`src/rtl/parking_lot_ctrl.sv`:
```
// -----------------------------------------------------------------------------
// parking_lot_ctrl
//
// Purpose: tracks the occupancy of a parking lot with SLOTS slots and runs a
// timed entry/exit gate. Entry and exit requests are level-held handshakes that
// are sampled only while the gate FSM is IDLE. When a request is accepted, the
// gate opens for GATE_HOLD cycles. When the lot is full, an entry that arrives
// in the same cycle as a valid exit takes over the slot being vacated.
//
// Ports:
//   clk            clock
//   reset          synchronous, active-low reset
//   entry_req      car waiting at entry (level)
//   exit_req       car requesting exit (level)
//   exit_slot      slot being vacated, valid with exit_req
//   entry_ack      1-cycle pulse, entry accepted
//   entry_rej      1-cycle pulse, entry refused (lot full)
//   exit_ack       1-cycle pulse, exit accepted
//   exit_err       1-cycle pulse, exit_slot empty or out of range
//   gate_open      gate actuator drive
//   full           no free slots remain
//   spots          occupancy map, bit i = slot i occupied
//   free_count     number of free slots
//   location       lowest-index free slot (0 when full)
//   assigned_slot  slot granted by the most recent entry_ack
//   total_entries  accepted entries, wraps modulo 2^CNT_W
// -----------------------------------------------------------------------------
module parking_lot_ctrl #(
  parameter int  SLOTS     = 8,
  parameter int  GATE_HOLD = 4,
  parameter int  CNT_W     = 16,
  localparam int SLOT_W    = $clog2(SLOTS)
) (
  input  logic              clk,
  input  logic              reset,
  input  logic              entry_req,
  input  logic              exit_req,
  input  logic [SLOT_W-1:0] exit_slot,
  output logic              entry_ack,
  output logic              entry_rej,
  output logic              exit_ack,
  output logic              exit_err,
  output logic              gate_open,
  output logic              full,
  output logic [SLOTS-1:0]  spots,
  output logic [SLOT_W:0]   free_count,
  output logic [SLOT_W-1:0] location,
  output logic [SLOT_W-1:0] assigned_slot,
  output logic [CNT_W-1:0]  total_entries
);

  localparam int HOLD_W = (GATE_HOLD > 1) ? $clog2(GATE_HOLD) : 1;

  localparam logic [SLOT_W:0]   FREE_ZERO  = {(SLOT_W+1){1'b0}};
  localparam logic [SLOT_W:0]   FREE_ONE   = (SLOT_W+1)'(1'b1);
  localparam logic [SLOT_W:0]   FREE_RESET = (SLOT_W+1)'(SLOTS);
  localparam logic [HOLD_W-1:0] HOLD_ZERO  = {HOLD_W{1'b0}};
  localparam logic [HOLD_W-1:0] HOLD_ONE   = HOLD_W'(1'b1);
  localparam logic [HOLD_W-1:0] HOLD_LOAD  = HOLD_W'(GATE_HOLD - 1);
  localparam logic [CNT_W-1:0]  CNT_ONE    = CNT_W'(1'b1);

  typedef enum logic [0:0] {
    IDLE = 1'b0,
    OPEN = 1'b1
  } state_e;

  state_e              state_q, state_d;
  logic [HOLD_W-1:0]   hold_q, hold_d;
  logic                entry_ack_q, entry_ack_d;
  logic                entry_rej_q, entry_rej_d;
  logic                exit_ack_q, exit_ack_d;
  logic                exit_err_q, exit_err_d;
  logic                gate_open_q, gate_open_d;
  logic                full_q, full_d;
  logic [SLOTS-1:0]    spots_q, spots_d;
  logic [SLOT_W:0]     free_count_q, free_count_d;
  logic [SLOT_W-1:0]   location_q, location_d;
  logic [SLOT_W-1:0]   assigned_slot_q, assigned_slot_d;
  logic [CNT_W-1:0]    total_entries_q, total_entries_d;

  logic                exit_hit_s;
  logic                exit_valid_s;
  logic                handover_s;
  logic                any_ack_s;

  // Lowest-index clear bit of an occupancy map; 0 when every slot is taken.
  function automatic logic [SLOT_W-1:0] lowest_free(input logic [SLOTS-1:0] map);
    logic [SLOT_W-1:0] idx;
    idx = {SLOT_W{1'b0}};
    // Scan downwards so the lowest free index is the last one written.
    for (int i = SLOTS - 1; i >= 0; i--) begin
      idx = map[i] ? idx : SLOT_W'(i);
    end
    return idx;
  endfunction

  // Request evaluation: exit first, then entry against start-of-cycle occupancy.
  always_comb begin
    entry_ack_d     = 1'b0;
    entry_rej_d     = 1'b0;
    exit_ack_d      = 1'b0;
    exit_err_d      = 1'b0;
    handover_s      = 1'b0;
    spots_d         = spots_q;
    free_count_d    = free_count_q;
    assigned_slot_d = assigned_slot_q;
    total_entries_d = total_entries_q;

    // Match exit_slot against each real slot. An out-of-range index matches
    // nothing, so it never reads past the end of the map.
    exit_hit_s = 1'b0;
    for (int i = 0; i < SLOTS; i++) begin
      exit_hit_s = (exit_slot == SLOT_W'(i)) ? spots_q[i] : exit_hit_s;
    end
    exit_valid_s = exit_req & exit_hit_s;

    if (state_q == IDLE) begin
      if (exit_req) begin
        if (exit_valid_s) begin
          exit_ack_d = 1'b1;
        end else begin
          exit_err_d = 1'b1;
        end
      end else begin
        exit_ack_d = 1'b0;
      end

      if (entry_req) begin
        if (free_count_q != FREE_ZERO) begin
          entry_ack_d     = 1'b1;
          assigned_slot_d = location_q;
        end else if (exit_valid_s) begin
          // Full lot: the entering car takes over the slot being vacated.
          entry_ack_d     = 1'b1;
          handover_s      = 1'b1;
          assigned_slot_d = exit_slot;
        end else begin
          entry_rej_d = 1'b1;
        end
      end else begin
        entry_rej_d = 1'b0;
      end

      // A handover leaves both the map and the free count untouched.
      if (exit_valid_s && !handover_s) begin
        spots_d[exit_slot] = 1'b0;
        free_count_d       = free_count_d + FREE_ONE;
      end else begin
        free_count_d = free_count_d;
      end

      // location_q is free at the start of the cycle, so it never collides
      // with the slot being vacated in the same cycle.
      if (entry_ack_d && !handover_s) begin
        spots_d[location_q] = 1'b1;
        free_count_d        = free_count_d - FREE_ONE;
      end else begin
        free_count_d = free_count_d;
      end

      if (entry_ack_d) begin
        total_entries_d = total_entries_q + CNT_ONE;
      end else begin
        total_entries_d = total_entries_q;
      end
    end else begin
      // Gate busy: requests stay held by the sensors and are re-sampled later.
      spots_d = spots_q;
    end

    location_d = lowest_free(spots_d);
    full_d     = (free_count_d == FREE_ZERO);
    any_ack_s  = entry_ack_d | exit_ack_d;
  end

  // Gate FSM next-state logic and hold-timer countdown.
  always_comb begin
    state_d = state_q;
    hold_d  = hold_q;
    case (state_q)
      IDLE: begin
        if (any_ack_s) begin
          state_d = OPEN;
          hold_d  = HOLD_LOAD;
        end else begin
          state_d = IDLE;
          hold_d  = HOLD_ZERO;
        end
      end
      OPEN: begin
        if (hold_q == HOLD_ZERO) begin
          state_d = IDLE;
          hold_d  = HOLD_ZERO;
        end else begin
          state_d = OPEN;
          hold_d  = hold_q - HOLD_ONE;
        end
      end
      default: begin
        state_d = IDLE;
        hold_d  = HOLD_ZERO;
      end
    endcase
  end

  // Gate drive follows the upcoming state, so it rises with the ack pulse.
  always_comb begin
    gate_open_d = (state_d == OPEN);
  end

  // FSM state and hold timer registers.
  always_ff @(posedge clk) begin
    if (!reset) begin
      state_q <= IDLE;
      hold_q  <= HOLD_ZERO;
    end else begin
      state_q <= state_d;
      hold_q  <= hold_d;
    end
  end

  // Registered outputs and occupancy state.
  always_ff @(posedge clk) begin
    if (!reset) begin
      entry_ack_q     <= 1'b0;
      entry_rej_q     <= 1'b0;
      exit_ack_q      <= 1'b0;
      exit_err_q      <= 1'b0;
      gate_open_q     <= 1'b0;
      full_q          <= 1'b0;
      spots_q         <= {SLOTS{1'b0}};
      free_count_q    <= FREE_RESET;
      location_q      <= {SLOT_W{1'b0}};
      assigned_slot_q <= {SLOT_W{1'b0}};
      total_entries_q <= {CNT_W{1'b0}};
    end else begin
      entry_ack_q     <= entry_ack_d;
      entry_rej_q     <= entry_rej_d;
      exit_ack_q      <= exit_ack_d;
      exit_err_q      <= exit_err_d;
      gate_open_q     <= gate_open_d;
      full_q          <= full_d;
      spots_q         <= spots_d;
      free_count_q    <= free_count_d;
      location_q      <= location_d;
      assigned_slot_q <= assigned_slot_d;
      total_entries_q <= total_entries_d;
    end
  end

  assign entry_ack     = entry_ack_q;
  assign entry_rej     = entry_rej_q;
  assign exit_ack      = exit_ack_q;
  assign exit_err      = exit_err_q;
  assign gate_open     = gate_open_q;
  assign full          = full_q;
  assign spots         = spots_q;
  assign free_count    = free_count_q;
  assign location      = location_q;
  assign assigned_slot = assigned_slot_q;
  assign total_entries = total_entries_q;

endmodule

```
`config.mk`:
```
export PLATFORM = sky130hd
export DESIGN_NAME = parking_lot_ctrl
export DESIGN_NICKNAME = d
export VERILOG_FILES = /design/src/rtl/parking_lot_ctrl.sv
export SDC_FILE = /design/constraint.sdc
export NUM_CORES = 1
export LEC_CHECK = 0
export BUFFER_PORTS_ARGS = -buffer_cell sky130_fd_sc_hd__buf_2
export CORE_ASPECT_RATIO = 0.5
export CORE_UTILIZATION = 40
export CTS_CLUSTER_DIAMETER = 30
export DETAILED_ROUTE_END_ITERATION = 7
export PLACE_DENSITY = 0.71
export SLEW_MARGIN = 40
export SYNTH_ARGS = -nofsm -noshare
export SYNTH_HDL_FRONTEND = slang
export SYNTH_SLANG_ARGS = --single-unit
```
`constraint.sdc`:
```
create_clock -name clk -period 8.11 [get_ports clk]
set_clock_uncertainty 0.1 [all_clocks]
set_input_delay 1.622 -clock clk [delete_from_list [all_inputs] [get_ports clk]]
set_output_delay 1.622 -clock clk [all_outputs]
set_load 0.005 [all_outputs]
```
======== Yosys cells after proc, flatten, opt, wreduce, memory -nomap -nowiden ========
Cells that the tools add are included.
storage, ports and cells
  register bits ........................... 42
  output and inout bits ................... 40
  logic and storage cells ................. 101
cells by class
  add/sub/neg operators ................... 4
  magnitude comparators ................... 4
  equality and inequality tests ........... 7
  mux-type cells .......................... 46
  bitwise operators ....................... 9
  reduce and logical (&&, ||, !) cells .... 17
operators by type and width
  cell                                                                          count
  8-bit two-way mux                                                             4
  1-bit two-way mux                                                             24
  3-bit two-way mux                                                             6
  16-bit by 1-bit adder with 16-bit output, second input constant               1
  4-bit two-way mux                                                             4
  3-bit equality test, second input constant                                    4
  8-bit bitwise AND                                                             1
  3-bit by 4-bit less-than comparator with 1-bit output, second input constant  2
  2-bit two-way mux                                                             4
  8-bit inverter                                                                1
  8-bit bitwise OR                                                              1
  1-bit demux with 3-bit select                                                 2
  3-bit by 2-bit equality test with 1-bit output, second input constant         2
  3-bit by 1-bit >= comparator with 1-bit output, second input constant         2
  3-bit AND reduction                                                           2
  5-bit AND reduction                                                           1
  4-bit by 1-bit adder with 4-bit output, second input constant                 1
  1-bit logical AND                                                             4
  4-bit zero test                                                               1
  1-bit inverter                                                                4
  2-bit case mux with 2 select lines                                            1
  2-bit AND reduction                                                           2
  4-bit nonzero test                                                            1
  4-bit OR reduction                                                            1
  11 further kinds                                                              11

======== Logic depth before layout (Yosys ltp) ========
  word-level depth ........................ 28
  gate-level depth with buffers ........... 12

======== Worst setup path before layout ========
Ideal clock, no wire load.
  path type ............................... input-to-reg
  start point ............................. in exit_slot[0]
  end point ............................... reg free_count_q[1] (netlist: free_count[1])
  setup time .............................. 0.060 ns
  arrival ................................. 3.712 ns
  path slack .............................. 4.239 ns
  cell stages on the path ................. 12
  path buffers ............................ 1
  cell sequence ........................... buf_4 mux2_4 a2bb2oi_4 nand4_4 a21oi_4 mux2i_1 ha_1 or3_1 o21ai_0 a22oi_1 o211ai_1 and2_1
on the way
  longest elaborated chain between the ends .. 21
  elaborated cells between the ends (all ways) .. 32
RTL lines
  what                                         RTL line  text
  from (decl)                                  38        input logic [SLOT_W-1:0] exit_slot,
  3-bit zero test                              113       exit_hit_s = (exit_slot == SLOT_W'(i)) ? spots_q[i] : exit_hit_s;
  1-bit two-way mux (7 in a row)               113
  1-bit two-way mux (*)                        113
  1-bit bitwise AND (*)                        115       exit_valid_s = exit_req & exit_hit_s;
  1-bit two-way mux                            132       end else if (exit_valid_s) begin
  1-bit two-way mux                            129       if (free_count_q != FREE_ZERO) begin
  1-bit two-way mux                            128       if (entry_req) begin
  1-bit two-way mux                            117       if (state_q == IDLE) begin
  1-bit zero test                              145, 154
  1-bit logical AND                            145       if (exit_valid_s && !handover_s) begin
  4-bit two-way mux                            145
  4-bit two-way mux                            117
  4-bit by 1-bit subtractor with 4-bit output  156       free_count_d = free_count_d - FREE_ONE;
  4-bit two-way mux (*)                        154       if (entry_ack_d && !handover_s) begin
  4-bit two-way mux (*)                        117
  to (signal assigned)                         244       free_count_q <= free_count_d;
  to (decl)                                    76        logic [SLOT_W:0] free_count_q, free_count_d;
Every way passes the cells marked *; elsewhere a longest branch is shown, timed or not. The select of a mux whose other input is x is not followed.
A chain may end at the register's enable or synchronous reset.

======== Worst setup path after layout ========
  start point ............................. in exit_slot[2]
  end point ............................... reg free_count_q[1] (netlist: free_count[1])
The elaborated chain is that of the path after synthesis.

==> results.txt <==
The max-slew violation count is 0. The post-placement worst setup slack is 3940 ps. The number of ports placed on the die boundary came out at 47.

The most used flip-flop cell after synthesis is dfxtp_1. The sequential area share after synthesis came out at 0.373. The cell count after synthesis is 246.

The kind of path behind the tightest hold check is reg -> reg. Of the cells placed in the final design, the portion with a size suffix greater than 1 is 0.229. The area share of the largest cell type after synthesis is 0.373. The number of antenna-violating nets in the routed design came out at 0. The number of setup violations in the final report came out at 0. The clock-pin slew reported for the worst setup and hold paths after clock tree synthesis is 80 ps.

STA classifies the critical path startpoint as a primary input. Max-cap violations in this run came to 0. The global-route usage over all layers is 0.181. The met1 capacity usage during global routing came out at 0.241.

A synthesized cell averages 9.17 sq um. The worst relative slew slack is 0.531. The top cell family by delay on the critical path is simple AND/OR/NAND/NOR gates.

The final core utilization came out at 0.514. The placer congestion estimate is 0.894. The count of input and output buffers is 46. The final worst setup slack is 4200 ps. The wire length per cell is 13.9 microns. The wire length of the first global-routing pass is 8.20 mm.

The largest individual stage delay along the critical path comes from the cell or3_1. The maximum resistive drop on vdd is 0.000101 V. Sorting the synthesized cells by how often they occur yields dfxtp_1, and2_1, nand2_1, xnor2_1. In the routed design, unresolved DRC markers number 0. The area enclosed by the die boundary came out at 5960 sq um.

No sink is reached through more buffers than the 2 on the longest clock path. The critical path is of the in -> reg type. In this run, CTS created clock tree buffers numbering 5. The number of global-route vias before repair came out at 1732. The reported leakage power came out at 1.14 nW.

The final standard cell count with taps included and fillers excluded is 358. The number of rows created at floorplan came out at 18. The most repeated cell in the gate-level netlist after synthesis is dfxtp_1. After detailed routing, the total wire length is 4.97 mm.

The initial DRC count came out at 60. Counting every net in the synthesized netlist gives 257. The power density over the cells came out at 222 nW/um^2.

For this run, the slowest stage of the critical path takes 340 ps. The maximum number of pins on one net before global-route repair came out at 40. The tree is rooted in a clkbuf_8. Across all layers, the routed design uses 1912 vias. The first detailed-routing pass took 4 iterations. For the pin with the worst max-slew slack, the measured transition is 701 ps. The flow ran to the end, and the final reports show no timing, DRC or antenna violations. The count of different cell masters after synthesis is 54.

The H-tree depth came out at 2. Derived from the worst setup path, the maximum achievable clock frequency is 0.256 GHz. TritonCTS built the clock tree. Setup repair after global routing left no endpoint under its margin.

The setup fix buffers added after clock tree synthesis is 0. The maximum fanout count along the critical path came out at 17. The initial utilization of the core area, before any placement, comes to 0.437. The critical path endpoint category is a register. For this run the aggregate overflow at the end of global routing stands at 0. Detailed placement ended at an HPWL of 3.61 mm. The register bit count reported by yosys is 42. The data required time at the worst endpoint came out at 8250 ps.

The initial antenna violation count is 0. At the later pin of the worst-skew pair, clock insertion delay measures 300 ps. The number of hold buffers added after CTS is 0. The buffering stage count on the worst path with inverters included is 1.

Total power for the finished layout comes to 589 uW. By area the synthesized netlist is led by dfxtp_1, and2_1, xnor2_1. The synthesis warning total came out at 0. The die span in y is 55.1 microns. The number of synthesized flops with an enable pin came out at 0. The met2 track demand over resource in global routing is 0.296. The layer flagged by global routing as most heavily used is met2.

The met3 demand-to-capacity share in global routing came out at 0.0398. After clock tree synthesis, the repair step resized 0 gates. The signed area change from the synthesized netlist to the final layout came out at 17.5%. Summed over all instances, the cell type with the most area after synthesis is dfxtp_1. The clock net in this run drives a total of 42 sinks. The proportion of synthesized flip-flops having asynchronous set or reset is 0. The core footprint is 5160 sq um. The critical path arrival is 4050 ps. The count of final hold-check violations was 0. The time the final worst path needs with I/O delays and setup is 3910 ps. Walking the worst path, the cells encountered are buf_2 -> nand2b_1 -> a2bb2oi_4 -> nand4_4 -> a21oi_4 -> mux2i_1 -> ha_1 -> or3_1 -> o21ai_0 -> a22oi_1 -> o211ai_1 -> and2_1.

Using the TritonRoute via totals, the vias-per-cell ratio works out to 5.34. The cell count after placement is 350. The number of diodes came out at 0.

The fraction of the cycle the final worst path needs came out at 0.482. Summed over all failing endpoints, the final setup total negative slack is 0 ps. The cell area after technology mapping is 2250 sq um. In this run the horizontal extent of the chip is 108 microns. At the end of the flow, the number of nets in the layout was 298.
-- cell usage in the layout, fill, tap and decap left out, types with 2 or more instances in the layout --
master,instances
and2_1,24
nor3_1,4
nor2b_1,9
a21boi_0,2
xor2_1,5
ha_1,4
o31ai_1,4
nand4_1,10
nand2_1,21
dfxtp_1,42
or3_1,2
a21oi_1,2
o211ai_1,3
nor2_1,9
o21ai_0,5
bufinv_16,2
o41ai_1,2
o21a_1,3
and3_1,4
o211a_1,3
mux2i_1,8
a21boi_1,2
o21ai_1,2
nand3_1,10
inv_1,6
nand2b_1,5
nand3b_1,4
buf_2,46
mux2_4,2
nor3b_1,2
xnor2_1,13
clkbuf_8,5
-- report_power, final --
group / switching [mW] / internal, mW
clock network: 0.0773 / 0.123
logic: 0.0755 / 0.0651
registers: 0.0242 / 0.223
-- cell type report --
class                      count  area [sq um]
fill                         490          2510
multi-input combinational    185          1320
sequential                    42           841
timing repair buffer          47           238
tap                           70          87.6
clock buffer                   5          68.8
clock inverter                 3          68.8
inverter                       6          22.5
-- flip-flops by register name, summed over array words and instances, names as in the netlist --
name,count
location,3
full,1
gate_open,1
exit_err,1
total_entries,16
assigned_slot,3
entry_rej,1
hold_q,2
spots,8
entry_ack,1
free_count,4
exit_ack,1
-- final timing paths --
check | startpoint | slack (ps) | depth (start not counted) | endpoint
worst max-delay path | exit_slot[2] | 4200 | 12 | free_count[1]
worst min-delay path | assigned_slot[0] | 400 | 1 | assigned_slot[0]
worst max register to register | free_count[1] | 5210 | 11 | free_count[1]
worst min register to register | assigned_slot[0] | 400 | 1 | assigned_slot[0]
-- cells by family after synthesis --
family,share of synthesized area
AND/OR/NAND/NOR,0.303
flip-flops,0.373
AO/OA/AOI/OAI,0.143
buffers and inverters,0.0400
XOR/XNOR,0.0699
multiplexers,0.0488
adder cells (fa/ha/maj),0.0222
-- metal layers --
metal	up-vias	part of all wire	wire length, microns
met2	53	0.43	2140
li1	954	-	-
met1	899	0.51	2530
met5	-	0	0
met4	0	0.0076	38
met3	6	0.052	258
-- through the flow --
stage          cell area [sq um]  hold WS [ps]
6_report                    2650           405
5_1_grt                     2650           413
4_1_cts                     2650           406
3_5_place_dp                2510           385
3_3_place_gp                2510           380
2_1_floorplan               2250           381
Power figures use the tool's default switching activity.
